[config.mk]
export PLATFORM = sky130hd
export DESIGN_NAME = hiscore_upload
export DESIGN_NICKNAME = d
export VERILOG_FILES = /design/src/rtl/hiscore_pkg.sv /design/src/rtl/hiscore_upload.sv
export SDC_FILE = /design/constraint.sdc
export NUM_CORES = 1
export LEC_CHECK = 0
export ABC_AREA = 1
export CORE_MARGIN = 4
export CORE_UTILIZATION = 50
export CTS_BUF_LIST = sky130_fd_sc_hd__clkbuf_4 sky130_fd_sc_hd__clkbuf_8
export DETAILED_ROUTE_END_ITERATION = 7
export DONT_BUFFER_PORTS = 1
export GPL_TIMING_DRIVEN = 0
export PLACE_DENSITY = 0.72
export SLEW_MARGIN = 30
export SYNTH_ARGS = -nofsm -noshare
export SYNTH_HDL_FRONTEND = slang
export SYNTH_SLANG_ARGS = --single-unit
[constraint.sdc]
create_clock -name clk_sys -period 1.5 [get_ports clk_sys]
set_clock_uncertainty 0.05 [all_clocks]
set_input_delay 0.3 -clock clk_sys [delete_from_list [all_inputs] [get_ports clk_sys]]
set_output_delay 0.3 -clock clk_sys [all_outputs]
set_load 0.05 [all_outputs]
[src/rtl/hiscore_pkg.sv]
// Purpose: shared types and constants for the high-score upload block.
// Latency: n/a (declarations only).
// Backpressure: n/a (declarations only).
package hiscore_pkg;

    // Upload sequencer states.
    typedef enum logic [2:0] {
        IDLE   = 3'd0,
        SETTLE = 3'd1,
        FETCH  = 3'd2,
        WAIT   = 3'd3,
        READY  = 3'd4,
        DRAIN  = 3'd5
    } state_t;

    // Byte returned once the host reads past the end of the window.
    localparam logic [7:0] OVER_READ_BYTE = 8'h00;

endpackage

[src/rtl/hiscore_upload.sv]
// Purpose: stream a window of game work RAM to the host over the ioctl upload path, CPU paused.
// Latency: first RAM request PAUSE_CYCLES+2 cycles after session start; byte ready 2 cycles + RAM latency after ioctl_rd.
// Backpressure: host paces with ioctl_rd; one early read is remembered; a RAM request in flight is always drained.
module hiscore_upload
    import hiscore_pkg::*;
#(
    parameter int         ADDR_W       = 10,
    parameter int         BASE         = 0,
    parameter int         LEN          = 64,
    parameter logic [7:0] INDEX        = 8'd3,
    parameter int         PAUSE_CYCLES = 16
) (
    input  logic              clk_sys,
    input  logic              reset_n,
    input  logic              ioctl_upload,
    input  logic [7:0]        ioctl_index,
    input  logic              ioctl_rd,
    output logic [7:0]        ioctl_din,
    output logic [ADDR_W-1:0] ram_addr,
    output logic              ram_req,
    input  logic              ram_ack,
    input  logic [7:0]        ram_q,
    output logic              pause_cpu,
    output logic              busy
);

    localparam int CNT_W = $clog2(PAUSE_CYCLES + 1);

    // ptr needs one extra bit so that LEN == 2^ADDR_W is representable.
    localparam logic [ADDR_W:0]   LEN_P    = (ADDR_W + 1)'(LEN);
    localparam logic [ADDR_W:0]   PTR_ONE  = (ADDR_W + 1)'(1);
    localparam logic [ADDR_W-1:0] BASE_A   = ADDR_W'(BASE);
    localparam logic [CNT_W-1:0]  CNT_LAST = CNT_W'(PAUSE_CYCLES - 1);
    localparam logic [CNT_W-1:0]  CNT_ONE  = CNT_W'(1);

    state_t            state, state_n;
    logic [ADDR_W:0]   ptr, ptr_n;
    logic [CNT_W-1:0]  settle_cnt, settle_cnt_n;
    logic              pending, pending_n;
    logic [7:0]        din_n;
    logic [ADDR_W-1:0] addr_n;
    logic              req_n;
    logic              active;
    logic              ack_match;

    assign active    = ioctl_upload && (ioctl_index == INDEX);
    assign ack_match = (ram_ack == ram_req);

    // Next-state and next-output computation for the upload sequencer.
    always_comb begin
        state_n      = state;
        ptr_n        = ptr;
        settle_cnt_n = settle_cnt;
        pending_n    = pending;
        din_n        = ioctl_din;
        addr_n       = ram_addr;
        req_n        = ram_req;

        case (state)
            IDLE: begin
                pending_n = 1'b0;
                if (active) begin
                    state_n      = SETTLE;
                    ptr_n        = '0;
                    settle_cnt_n = '0;
                end
            end

            SETTLE: begin
                if (!active) begin
                    state_n = IDLE;
                end else if (settle_cnt == CNT_LAST) begin
                    state_n = FETCH;
                end else begin
                    settle_cnt_n = settle_cnt + CNT_ONE;
                end
            end

            FETCH: begin
                if (ioctl_rd) begin
                    pending_n = 1'b1;
                end
                if (ptr < LEN_P) begin
                    // Once the request toggles it must be drained, even if the host has left.
                    addr_n  = BASE_A + ptr[ADDR_W-1:0];
                    req_n   = ~ram_req;
                    state_n = active ? WAIT : DRAIN;
                end else if (active) begin
                    din_n   = OVER_READ_BYTE;
                    state_n = READY;
                end else begin
                    state_n = IDLE;
                end
            end

            WAIT: begin
                if (ioctl_rd) begin
                    pending_n = 1'b1;
                end
                if (!active) begin
                    state_n = DRAIN;
                end else if (ack_match) begin
                    din_n   = ram_q;
                    state_n = READY;
                end
            end

            READY: begin
                if (!active) begin
                    state_n = IDLE;
                end else if (ioctl_rd || pending) begin
                    // A read that arrived while fetching is honoured here; ptr parks at LEN.
                    pending_n = 1'b0;
                    ptr_n     = (ptr < LEN_P) ? (ptr + PTR_ONE) : ptr;
                    state_n   = FETCH;
                end
            end

            DRAIN: begin
                if (ack_match) begin
                    state_n = IDLE;
                end
            end

            default: begin
                state_n = IDLE;
            end
        endcase
    end

    // State and registered outputs; pause/busy follow the state being entered.
    always_ff @(posedge clk_sys or negedge reset_n) begin
        if (!reset_n) begin
            state      <= IDLE;
            ptr        <= '0;
            settle_cnt <= '0;
            pending    <= 1'b0;
            ioctl_din  <= 8'h00;
            ram_addr   <= '0;
            ram_req    <= 1'b0;
            pause_cpu  <= 1'b0;
            busy       <= 1'b0;
        end else begin
            state      <= state_n;
            ptr        <= ptr_n;
            settle_cnt <= settle_cnt_n;
            pending    <= pending_n;
            ioctl_din  <= din_n;
            ram_addr   <= addr_n;
            ram_req    <= req_n;
            pause_cpu  <= (state_n != IDLE);
            busy       <= (state_n != IDLE);
        end
    end

endmodule

==> out/metrics.csv <==
stage,metric,value,unit
timing,min Tclk post-route,1.61,ns
worst_hold_path,Hold Path Origin,ram_q[0],
critical_path,crit-path max FO,4,
power,Peak VDD IR,0.000708,V
timing,fin worst setup slack,-0.114,ns
detailed_routing,"antenna viol nets, final",0,
run_status,status,"finished, violations left",
place,"worst slack, placed",-0.192,ns
detailed_routing,Routed WL,4.85,mm
critical_path,R2R Path Start,ram_req,
cells_and_area,fin cells,358,
critical_path,worst r2r dst,busy,
worst_hold_path,hold crit path type,primary input to flip-flop,
worst_hold_path,Hold Crit Depth,2,
place,placed cell area,0.00226,mm2
cells_and_area,layout cell share with drive strength beyond 1,35.4,%
global_route,global-route wire length before repair,7.60,mm
critical_path,Setup Crit Path Kind,flip-flop to flip-flop,
worst_hold_path,Min-Delay Endpoint,ioctl_din[0],
run_status,failing checks,setup timing,
detailed_routing,Via density,5.14,
timing,Final Hold Fails,0,
detailed_routing,Residual DRC,0,
global_route,largest net degree at the start of global routing,41,
clock_network,clock slew seen by the registers of the worst setup and hold paths,0.08,ns
detailed_routing,DR WL/cell,13.5,um
logic_synthesis,sequential area share after synthesis,45.9,%
critical_path,Crit. End Element,flip-flop,
global_route,GRT overflow,0,
floorplanning,Starting Density,53.0,%
logic_synthesis,asr flop ratio synth,100,%
critical_path,crit path DAT,1.78,ns
logic_synthesis,synthesized area per cell,8.01,um2
global_route,initial antenna violation count,0,
timing,Tightest Pin Transition,0.539,ns
logic_synthesis,syn nets,297,
power,PD cells,705,mW/mm2
logic_synthesis,number of enable flip-flop cells after synthesis,0,
clock_network,Clock Root Buffer,clkbuf_8,
clock_network,H-tree depth,2,
logic_synthesis,post-synth top area share,45.9,%
clock_network,Max clock buf depth,2,
flow_run,maxcap violations,0,
timing,unrepaired setup endpoints after global routing,yes,
global_route,GRT Overall Usage,17.9,%
critical_path,R2R setup slack,-0.11,ns
clock_network,CTS tree,yes,
power,Leak Pwr,1.41,nW
place,post-DP HPWL,2.85,mm
detailed_routing,Detailed Routing Iterations Pass 1,4,
logic_synthesis,ys flop type,dfrtp_1,
cells_and_area,Area Overhead vs Synth,29.9,%
floorplanning,Std-Cell Rows,23,
floorplanning,Ports,42,
timing,Max-slew headroom,64.1,%
floorplanning,Die Ht,74.0,um
cells_and_area,antenna cells,0,
timing,Fin Setup TNS,-0.937,ns
place,placer congestion estimate,0.854,
floorplanning,Core Footprint,0.00412,mm2
detailed_routing,via count,1839,
clock_network,Skew-Pair Late Insertion Delay,0.29,ns
logic_synthesis,"FF+latch count, synth",40,
critical_path,r2r worst-path depth,7,
critical_path,CP required,1.67,ns
logic_synthesis,Netlist cell types,29,
detailed_routing,1st-iter DRT viols,85,
timing,final slew viol count,0,
critical_path,element type at the critical path start,flip-flop,
cells_and_area,fin nets,332,
logic_synthesis,most frequent cells after synthesis,"nand2_1 (66), inv_1 (44), dfrtp_1 (40)",
floorplanning,total die area,0.00548,mm2
timing,final setup fails,19,
clock_network,CTS buffer count,5,
place,port bufs,0,
place,Post-Place Cells,322,
floorplanning,Die Wd,74.0,um
logic_synthesis,Mapped Cells,272,
timing,fin crit share,108,%
logic_synthesis,most frequent cell after synthesis,nand2_1,
timing,f_max,620,MHz
logic_synthesis,YS warnings,0,
clock_network,number of sinks on the clock net,40,
logic_synthesis,post-synthesis cell area,0.00218,mm2
logic_synthesis,Synth area leader,dfrtp_1,
cells_and_area,post-route cell area,0.00283,mm2
logic_synthesis,dominant cells by area after synthesis,"dfrtp_1 (46%), nand2_1 (11%), inv_1 (7.6%), nor2_1 (6.2%), nand3_1 (4.4%)",
power,Final Power,0.00200,W
global_route,vias in the first global route,1767,
worst max-delay path, stage by stage, from the launching register on:
cell	delay (ns)
dfrtp_4	0.59
xor2_1	0.33
nand2_1	0.13
nand2_1	0.12
nand3_1	0.09
nand2_1	0.11
inv_1	0.05
nand3_1	0.07
where the power goes:
part | internal (W) | switching [W] | total [W]
clock network | 0.000324 | 0.000369 | 0.000692
registers | 0.00112 | 0.0000336 | 0.00116
logic | 0.0000593 | 0.0000897 | 0.000149
final cells by class:
| cell class | count | area (um2) |
|---|---|---|
| Timing Repair Buffer | 28 | 277 |
| Clock inverter | 3 | 18.8 |
| Clock buffer | 5 | 68.8 |
| Fill cell | 306 | 1280 |
| Tap cell | 50 | 62.6 |
| Sequential cell | 40 | 1010 |
| Multi-Input combinational cell | 182 | 1180 |
| Buffer | 2 | 27.5 |
| Inverter | 48 | 188 |
per-stage QoR:
step	hold slack (ns)	util, %
final	0.0989	68.8
after CTS	0.0931	63.1
after global placement	-0.0446	54.8
after floorplan	-0.0456	-
after detailed placement	-0.0447	54.8
after global routing	0.0945	68.8
logic make-up after synthesis:
logic type	Yosys count	synth area share, %
buffers and inverters	50	9.64
XOR/XNOR	5	2.01
AO/OA/AOI/OAI	31	9.30
flip-flops	40	45.9
adder cells (fa/ha/maj)	4	2.30
AND/OR/NAND/NOR	142	30.8
flip-flops by register name, indices dropped and copies added (netlist names):
| signal | cells |
|---|---|
| state | 3 |
| pending | 1 |
| busy | 1 |
| ptr | 11 |
| ioctl_din | 8 |
| settle_cnt | 5 |
| ram_addr | 10 |
| ram_req | 1 |
cells in the final DEF, fill, tap and decap left out, drive strengths merged:
cell type / instances
a21oi: 1
buf: 29
clkbuf: 5
clkinv: 3
dfrtp: 40
dlygate4sd3: 1
ha: 4
inv: 48
nand2: 72
nand3: 21
nand3b: 1
nand4: 4
nor2: 43
nor3: 1
o211ai: 2
o21ai: 25
o21bai: 1
o22ai: 2
xnor2: 2
xor2: 3
worst max-delay path by stage:
stage          cells after the start     startpoint  slack (ns)            end
3_3_place_gp                       9  settle_cnt[0]       -0.19           busy
4_1_cts                            9  settle_cnt[0]       -0.08           busy
6_report                           7        ram_req       -0.11           busy
2_1_floorplan                     10         ptr[9]       -0.02           busy
5_1_grt                            8  settle_cnt[0]       -0.20  settle_cnt[4]
3_5_place_dp                      10         ptr[9]       -0.19           busy
routing by layer:
metal	GRT usage (%)	up-vias	wire length, um
met5	0	-	0
met4	5.84	0	62
met3	5.95	10	280
met2	29.0	52	2470
met1	22.5	856	2030
li1	-	921	-
timing repair:
action,in CTS,in global routing
hold buffers,2,0
gates resized for setup,29,44
pin swaps,12,23
cloned,1,0
setup buffers,14,11
hold endpoints to repair,40,0
setup endpoints to repair,25,34
Note: power is estimated with default switching activity, not from simulation.
